[src/rtl/bpred_pkg.sv]
// bpred_pkg: shared counter constants, FSM states and result-queue entry for the branch predictor updater
package bpred_pkg;
    localparam int DEF_LOG2TABLEDEPTH = 12;
    localparam int CTR_W = 2;
    typedef logic [CTR_W-1:0] ctr_t;
    localparam ctr_t CTR_INIT = 2'b01;
    localparam ctr_t CTR_MAX  = 2'b11;
    localparam ctr_t CTR_MIN  = 2'b00;
    typedef enum logic [1:0] {INIT, IDLE, READ, WRITE} state_t;
    typedef struct packed {
        logic [DEF_LOG2TABLEDEPTH-1:0] index;
        logic                          result;
    } fifo_entry_t;
    function automatic ctr_t sat_inc(ctr_t c);
        return (c == CTR_MAX) ? c : c + ctr_t'(1);
    endfunction
    function automatic ctr_t sat_dec(ctr_t c);
        return (c == CTR_MIN) ? c : c - ctr_t'(1);
    endfunction
endpackage

[src/rtl/bpred_result_fifo.sv]
// bpred_result_fifo: small synchronous queue of resolved branches; a push into a full queue is taken when a pop frees a slot the same cycle
module bpred_result_fifo
    import bpred_pkg::*;
#(
    parameter int LOG2DEPTH = 2,
    parameter int DEPTH     = 4
) (
    input  logic               clk,
    input  logic               resetn,
    input  logic               clr,
    input  logic               push,
    input  logic               pop,
    input  fifo_entry_t        din,
    output logic               full,
    output logic               empty,
    output logic [LOG2DEPTH:0] count,
    output fifo_entry_t        head
);
    fifo_entry_t          mem [DEPTH];
    logic [LOG2DEPTH-1:0] wr_ptr;
    logic [LOG2DEPTH-1:0] rd_ptr;
    logic                 do_push;
    logic                 do_pop;

    assign full    = count == (LOG2DEPTH+1)'(DEPTH);
    assign empty   = count == '0;
    assign do_pop  = pop & ~empty;
    assign do_push = push & (~full | do_pop);
    assign head    = mem[rd_ptr];

    always_ff @(posedge clk or negedge resetn) begin
        if (!resetn) begin
            wr_ptr <= '0;
            rd_ptr <= '0;
            count  <= '0;
        end else if (clr) begin
            wr_ptr <= '0;
            rd_ptr <= '0;
            count  <= '0;
        end else begin
            wr_ptr <= do_push ? wr_ptr + LOG2DEPTH'(1) : wr_ptr;
            rd_ptr <= do_pop ? rd_ptr + LOG2DEPTH'(1) : rd_ptr;
            count  <= count + (LOG2DEPTH+1)'(do_push) - (LOG2DEPTH+1)'(do_pop);
        end
    end

    // storage needs no reset: only slots between the pointers are ever read
    always_ff @(posedge clk) begin
        if (do_push && !clr) mem[wr_ptr] <= din;
    end
endmodule

[src/rtl/bpred_update_ctrl.sv]
// bpred_update_ctrl: clears the 2-bit counter table after reset/flush, then applies queued branch outcomes
// as read-modify-write updates on table port A (one update every two cycles).
module bpred_update_ctrl
    import bpred_pkg::*;
#(
    parameter int PCWIDTH        = 32,
    parameter int LOG2TABLEDEPTH = DEF_LOG2TABLEDEPTH,
    parameter int TABLEDEPTH     = 2**LOG2TABLEDEPTH,
    parameter int CTRWIDTH       = CTR_W,
    parameter int LOG2FIFODEPTH  = 2,
    parameter int FIFODEPTH      = 2**LOG2FIFODEPTH
) (
    input  logic                      clk,
    input  logic                      resetn,
    input  logic                      result_rdy,
    input  logic                      result,
    input  logic [PCWIDTH-1:0]        pc_result,
    input  logic                      flush,
    output logic [LOG2TABLEDEPTH-1:0] tbl_addr_a,
    output logic                      tbl_wren_a,
    output logic [CTRWIDTH-1:0]       tbl_data_a,
    input  logic [CTRWIDTH-1:0]       tbl_q_a,
    output logic                      init_busy,
    output logic                      overflow,
    input  logic                      overflow_clr
);
    state_t                    state;
    state_t                    state_nxt;
    logic [LOG2TABLEDEPTH-1:0] clr_ptr;
    logic                      push;
    logic                      pop;
    logic                      drop;
    logic                      full;
    logic                      empty;
    logic [LOG2FIFODEPTH:0]    count;
    fifo_entry_t               entry;
    fifo_entry_t               head;
    ctr_t                      upd;
    logic                      unused_pc;

    assign unused_pc   = ^{pc_result[PCWIDTH-1:LOG2TABLEDEPTH+2], pc_result[1:0]};
    assign entry.index = pc_result[LOG2TABLEDEPTH+1:2];
    assign entry.result = result;

    // flush discards the incoming result and cancels the pending pop
    assign push = result_rdy & ~flush;
    assign pop  = (state == WRITE) & ~flush;
    assign drop = push & full & ~pop;

    bpred_result_fifo #(
        .LOG2DEPTH(LOG2FIFODEPTH),
        .DEPTH    (FIFODEPTH)
    ) u_fifo (
        .clk   (clk),
        .resetn(resetn),
        .clr   (flush),
        .push  (push),
        .pop   (pop),
        .din   (entry),
        .full  (full),
        .empty (empty),
        .count (count),
        .head  (head)
    );

    always_ff @(posedge clk or negedge resetn) begin
        if (!resetn) begin
            state    <= INIT;
            clr_ptr  <= '0;
            overflow <= 1'b0;
        end else begin
            state    <= state_nxt;
            clr_ptr  <= flush ? '0 : (state == INIT) ? clr_ptr + LOG2TABLEDEPTH'(1) : clr_ptr;
            overflow <= drop ? 1'b1 : overflow_clr ? 1'b0 : overflow;
        end
    end

    always_comb begin
        state_nxt = state;
        case (state)
            INIT:    state_nxt = (clr_ptr == LOG2TABLEDEPTH'(TABLEDEPTH-1)) ? IDLE : INIT;
            IDLE:    state_nxt = empty ? IDLE : READ;
            READ:    state_nxt = WRITE;
            WRITE:   state_nxt = (count > (LOG2FIFODEPTH+1)'(1) || push) ? READ : IDLE;
            default: state_nxt = INIT;
        endcase
        if (flush) state_nxt = INIT;
    end

    // port A read data arrives in WRITE for the address presented in READ
    assign upd        = head.result ? sat_inc(tbl_q_a) : sat_dec(tbl_q_a);
    assign init_busy  = state == INIT;
    assign tbl_addr_a = (state == READ || state == WRITE) ? head.index : clr_ptr;
    assign tbl_wren_a = resetn & ((state == INIT) | ((state == WRITE) & ~flush));
    assign tbl_data_a = !resetn ? '0 : (state == INIT) ? CTR_INIT : (state == WRITE) ? upd : '0;
endmodule
[config.mk]
export PLATFORM = sky130hd
export DESIGN_NAME = bpred_update_ctrl
export DESIGN_NICKNAME = d
export VERILOG_FILES = /design/src/rtl/bpred_pkg.sv /design/src/rtl/bpred_result_fifo.sv /design/src/rtl/bpred_update_ctrl.sv
export SDC_FILE = /design/constraint.sdc
export NUM_CORES = 1
export LEC_CHECK = 0
export BUFFER_PORTS_ARGS = -buffer_cell sky130_fd_sc_hd__buf_4
export CORE_ASPECT_RATIO = 0.9
export CORE_UTILIZATION = 60
export CTS_CLUSTER_DIAMETER = 150
export CTS_CLUSTER_SIZE = 20
export DETAILED_ROUTE_END_ITERATION = 12
export PLACE_DENSITY = 0.94
export SLEW_MARGIN = 5
export SYNTH_ARGS = -nofsm -noshare
export SYNTH_HDL_FRONTEND = slang
export SYNTH_SLANG_ARGS = --single-unit
[constraint.sdc]
create_clock -name clk -period 4.8 [get_ports clk]
set_input_delay 0.24 -clock clk [delete_from_list [all_inputs] [get_ports clk]]
set_output_delay 0.24 -clock clk [all_outputs]
set_load 0.005 [all_outputs]
==> results.yml <==
pwr:
  leakagePower_nw: 1.45
  power_density_mw_per_mm2: 335
  ir_worst_vdd_uv: 293
detailed_routing:
  via_per_inst: 6.03
  wirelength_um: 6170
  detail-route-antenna-nets: 0
  drtIter0Drc: 97
  drtPass1Iterations: 4
  drc: 0
  drt-wirelength-per-cell_um: 18.7
  dr_total_vias: 1989
worst_hold_path:
  holdCritStartpoint: "pc_result[12]"
  min_to: "u_fifo.mem[1][11]$_DFFE_PP_"
  hold_path_depth: 1
  hp-class: "in -> reg"
place:
  placedCellCount: 313
  io_buffers: 36
  placed_area_sq_mm: 0.00361
  place_ws_ns: 1.99
  dp_hpwl_um: 3900
  gp_congestion: 0.825
synthesis:
  ys.warnings.count: 0
  synth-seq-cells: 74
  yosys.area.top_type_share_pct: 47.1
  synthArstFlopShare_pct: 29.7
  synth.net_count: 268
  syn_avg_cell_area_sq_um: 15.1
  syn_inst: 220
  ys_seq_area_share_pct: 63.8
  synth_top_area_cell: "edfxtp_1"
  synthTopCellsByArea: "edfxtp_1 (47%), dfrtp_1 (17%), mux4_2 (6.1%)"
  yosysUniqueCellTypes: 40
  synthFlopType: "edfxtp_1"
  netlist_area_sq_mm: 0.00331
  synth_edf_count: 52
timing:
  hold_violations: 0
  fin_skew_ns: 0.0113
  post-route-period-util_pct: 58.3
  worst_slew_pin_slew_ns: 0.925
  clock.fmax_mhz: 357
  hold_slack_ns: 0.0855
  final-setup-viol-count: 0
  setup_slack_ns: 2.00
  fin_crit_ns: 2.80
  drv_slew: 0
  max_slew_margin_pct: 38.4
  rsz0062_at_grt: "false"
  tns_ns: 0
cells_and_area:
  antennaDiodeCount: 0
  fillers: 348
  area_delta_synth_final_pct: 15.1
  multi_input_area_sq_mm: 0.00112
  drive_gt1_share_pct: 28.5
  most-common-layout-cells: "edfxtp_1 (52), buf_4 (36), dfrtp_1 (22), nor2_1 (19), mux2_2 (12)"
  final_common_cell: "edfxtp_1"
  final_area_sq_mm: 0.00381
  fin_cells: 330
  final-seq-area_sq_mm: 0.00211
  finalNetCount: 306
grt:
  grt_max_degree: 27
  gr-total-overflow: 0
  grt_pass1_wl_um: 9940
  antenna_found_initial: 0
  grt_use_total_pct: 24.3
  grt_pass1_vias: 1995
worst_setup_path:
  cp_slowest_cell: "dfrtp_1"
  worstRegToRegCells: 3
  slowest_delay_ns: 0.95
  start_kind: "register"
  critPathKind: "reg -> out"
  cp-end-kind: "primary output"
  cp_max_fo: 15
  timing.rr.start: "state[1]$_DFF_PN0_"
  reg2reg_to: "u_fifo.mem[3][2]$_DFFE_PP_"
  crit_chain: "mux4_2 > maj3_2 > and3_1 > buf_4"
  required_ns: 4.56
  cp.arrival_ns: 2.56
  rrSetupSlack_ns: 2.03
floorplanning:
  io_pins: 57
  die_w_um: 80.3
  dieHeight_um: 72.5
  rows: 25
  dieArea_sq_mm: 0.00582
  initial_core_util_pct: 62.7
  core-area_sq_mm: 0.00529
clocking:
  cts_root_buf: "clkbuf_8"
  cts_buffers: 9
  clk_latency_ns: 0.35
  cts_tree: "yes"
  clk_pin_slew_worst_paths_ns: 0.08
  cts_buffer_depth: 2
  htreeDepth: 3
  clkSinkCount: 74
  postCtsSetupBuffers: 0
flow_run:
  maxCapViolCount: 0
run_status:
  status: "complete, no violations"
Yosys cell counts, types with 2 or more instances:
cell type  number
ha_1            7
inv_1           8
a21oi_1         3
nor2_1         19
xor2_1          7
a31oi_1         4
mux4_1          4
nand4_1         3
edfxtp_1       52
nor3_1          5
clkbuf_2        2
clkbuf_1        3
buf_2           2
mux4_2          9
o21ai_0         6
dfrtp_1        22
nand2b_1        2
xnor2_1         6
nor2b_1         3
nand3_1         4
nand2_1        11
maj3_2          2
mux2_2         12
and2_1          6
or3_1           2
and3_1          2
power breakdown:
group,internal (W),leakage (nW),switching (W)
Combinational,0.0000408,0.585,0.0000486
Sequential,0.000711,0.774,0.0000123
Clock,0.000238,0.0947,0.000226
Total,0.000990,1.45,0.000287
worst max path at each step:
stage,startpoint,end,cells after the start
after CTS,u_fifo.rd_ptr[0]$_DFFE_PN0P_,tbl_data_a[1],4
after global placement,state[1]$_DFF_PN0_,u_fifo.mem[0][3]$_DFFE_PP_,3
final,u_fifo.rd_ptr[0]$_DFFE_PN0P_,tbl_data_a[1],4
after detailed placement,state[1]$_DFF_PN0_,u_fifo.mem[0][4]$_DFFE_PP_,3
after global routing,state[1]$_DFF_PN0_,u_fifo.mem[0][1]$_DFFE_PP_,3
after floorplan,state[1]$_DFF_PN0_,u_fifo.count[2]$_DFF_PN0_,10
state kept, by name, summed over array words and instances, names as in the netlist:
name,cells
clr_ptr,12
overflow,1
state,2
u_fifo.count,3
u_fifo.mem,52
u_fifo.rd_ptr,2
u_fifo.wr_ptr,2
final cells by class:
cell class / count / share of cell area [%]
Sequential cell: 74 / 55.4
Multi-Input combinational cell: 128 / 29.3
Timing Repair Buffer: 37 / 7.35
Clock buffer: 9 / 3.25
Tap cell: 67 / 2.20
Clock inverter: 7 / 1.77
Inverter: 8 / 0.787
worst max-delay path, delay by kind of cell, from the launching register on:
kind / cells / cell delay, ns
fa+ha+maj: 1 / 0.32
mux: 1 / 0.63
flops: 1 / 0.95
simple gates: 1 / 0.18
buf+inv: 1 / 0.13
timing repair:
item | 4_1_cts | 5_1_grt
resized for setup | 0 | 0
endpoints found under the hold margin | 22 | 0
hold buffers | 1 | 0
per-stage QoR:
stage	utilization, %	power (W)
2_1_floorplan	-	0.000784
3_3_place_gp	68.3	0.000819
3_5_place_dp	68.3	0.000827
4_1_cts	72.1	0.00129
5_1_grt	72.1	0.00132
6_report	72.1	0.00128
layer usage:
metal | vias up | track usage (%) | part of all wire [%]
met5 | - | 0 | 0
met4 | 0 | 9.33 | 2.5
met3 | 15 | 7.67 | 5.3
met2 | 74 | 38.1 | 49
met1 | 1005 | 32.4 | 43
li1 | 895 | - | -
kinds of logic (layout without fill, tap and decap cells):
kind of cell               after synthesis  after routing  share of synthesized area, %
AOI/OAI and AO/OA                       17             17                          3.02
muxes                                   25             25                          13.4
and+or+nand+nor                         63             63                          9.94
DFF                                     74             74                          63.8
xor gates and xnor gates                13             13                          3.44
adders and majority gates               10             10                          3.93
buffers and inverters                   18             61                          2.53
Power figures use the tool's default switching activity.
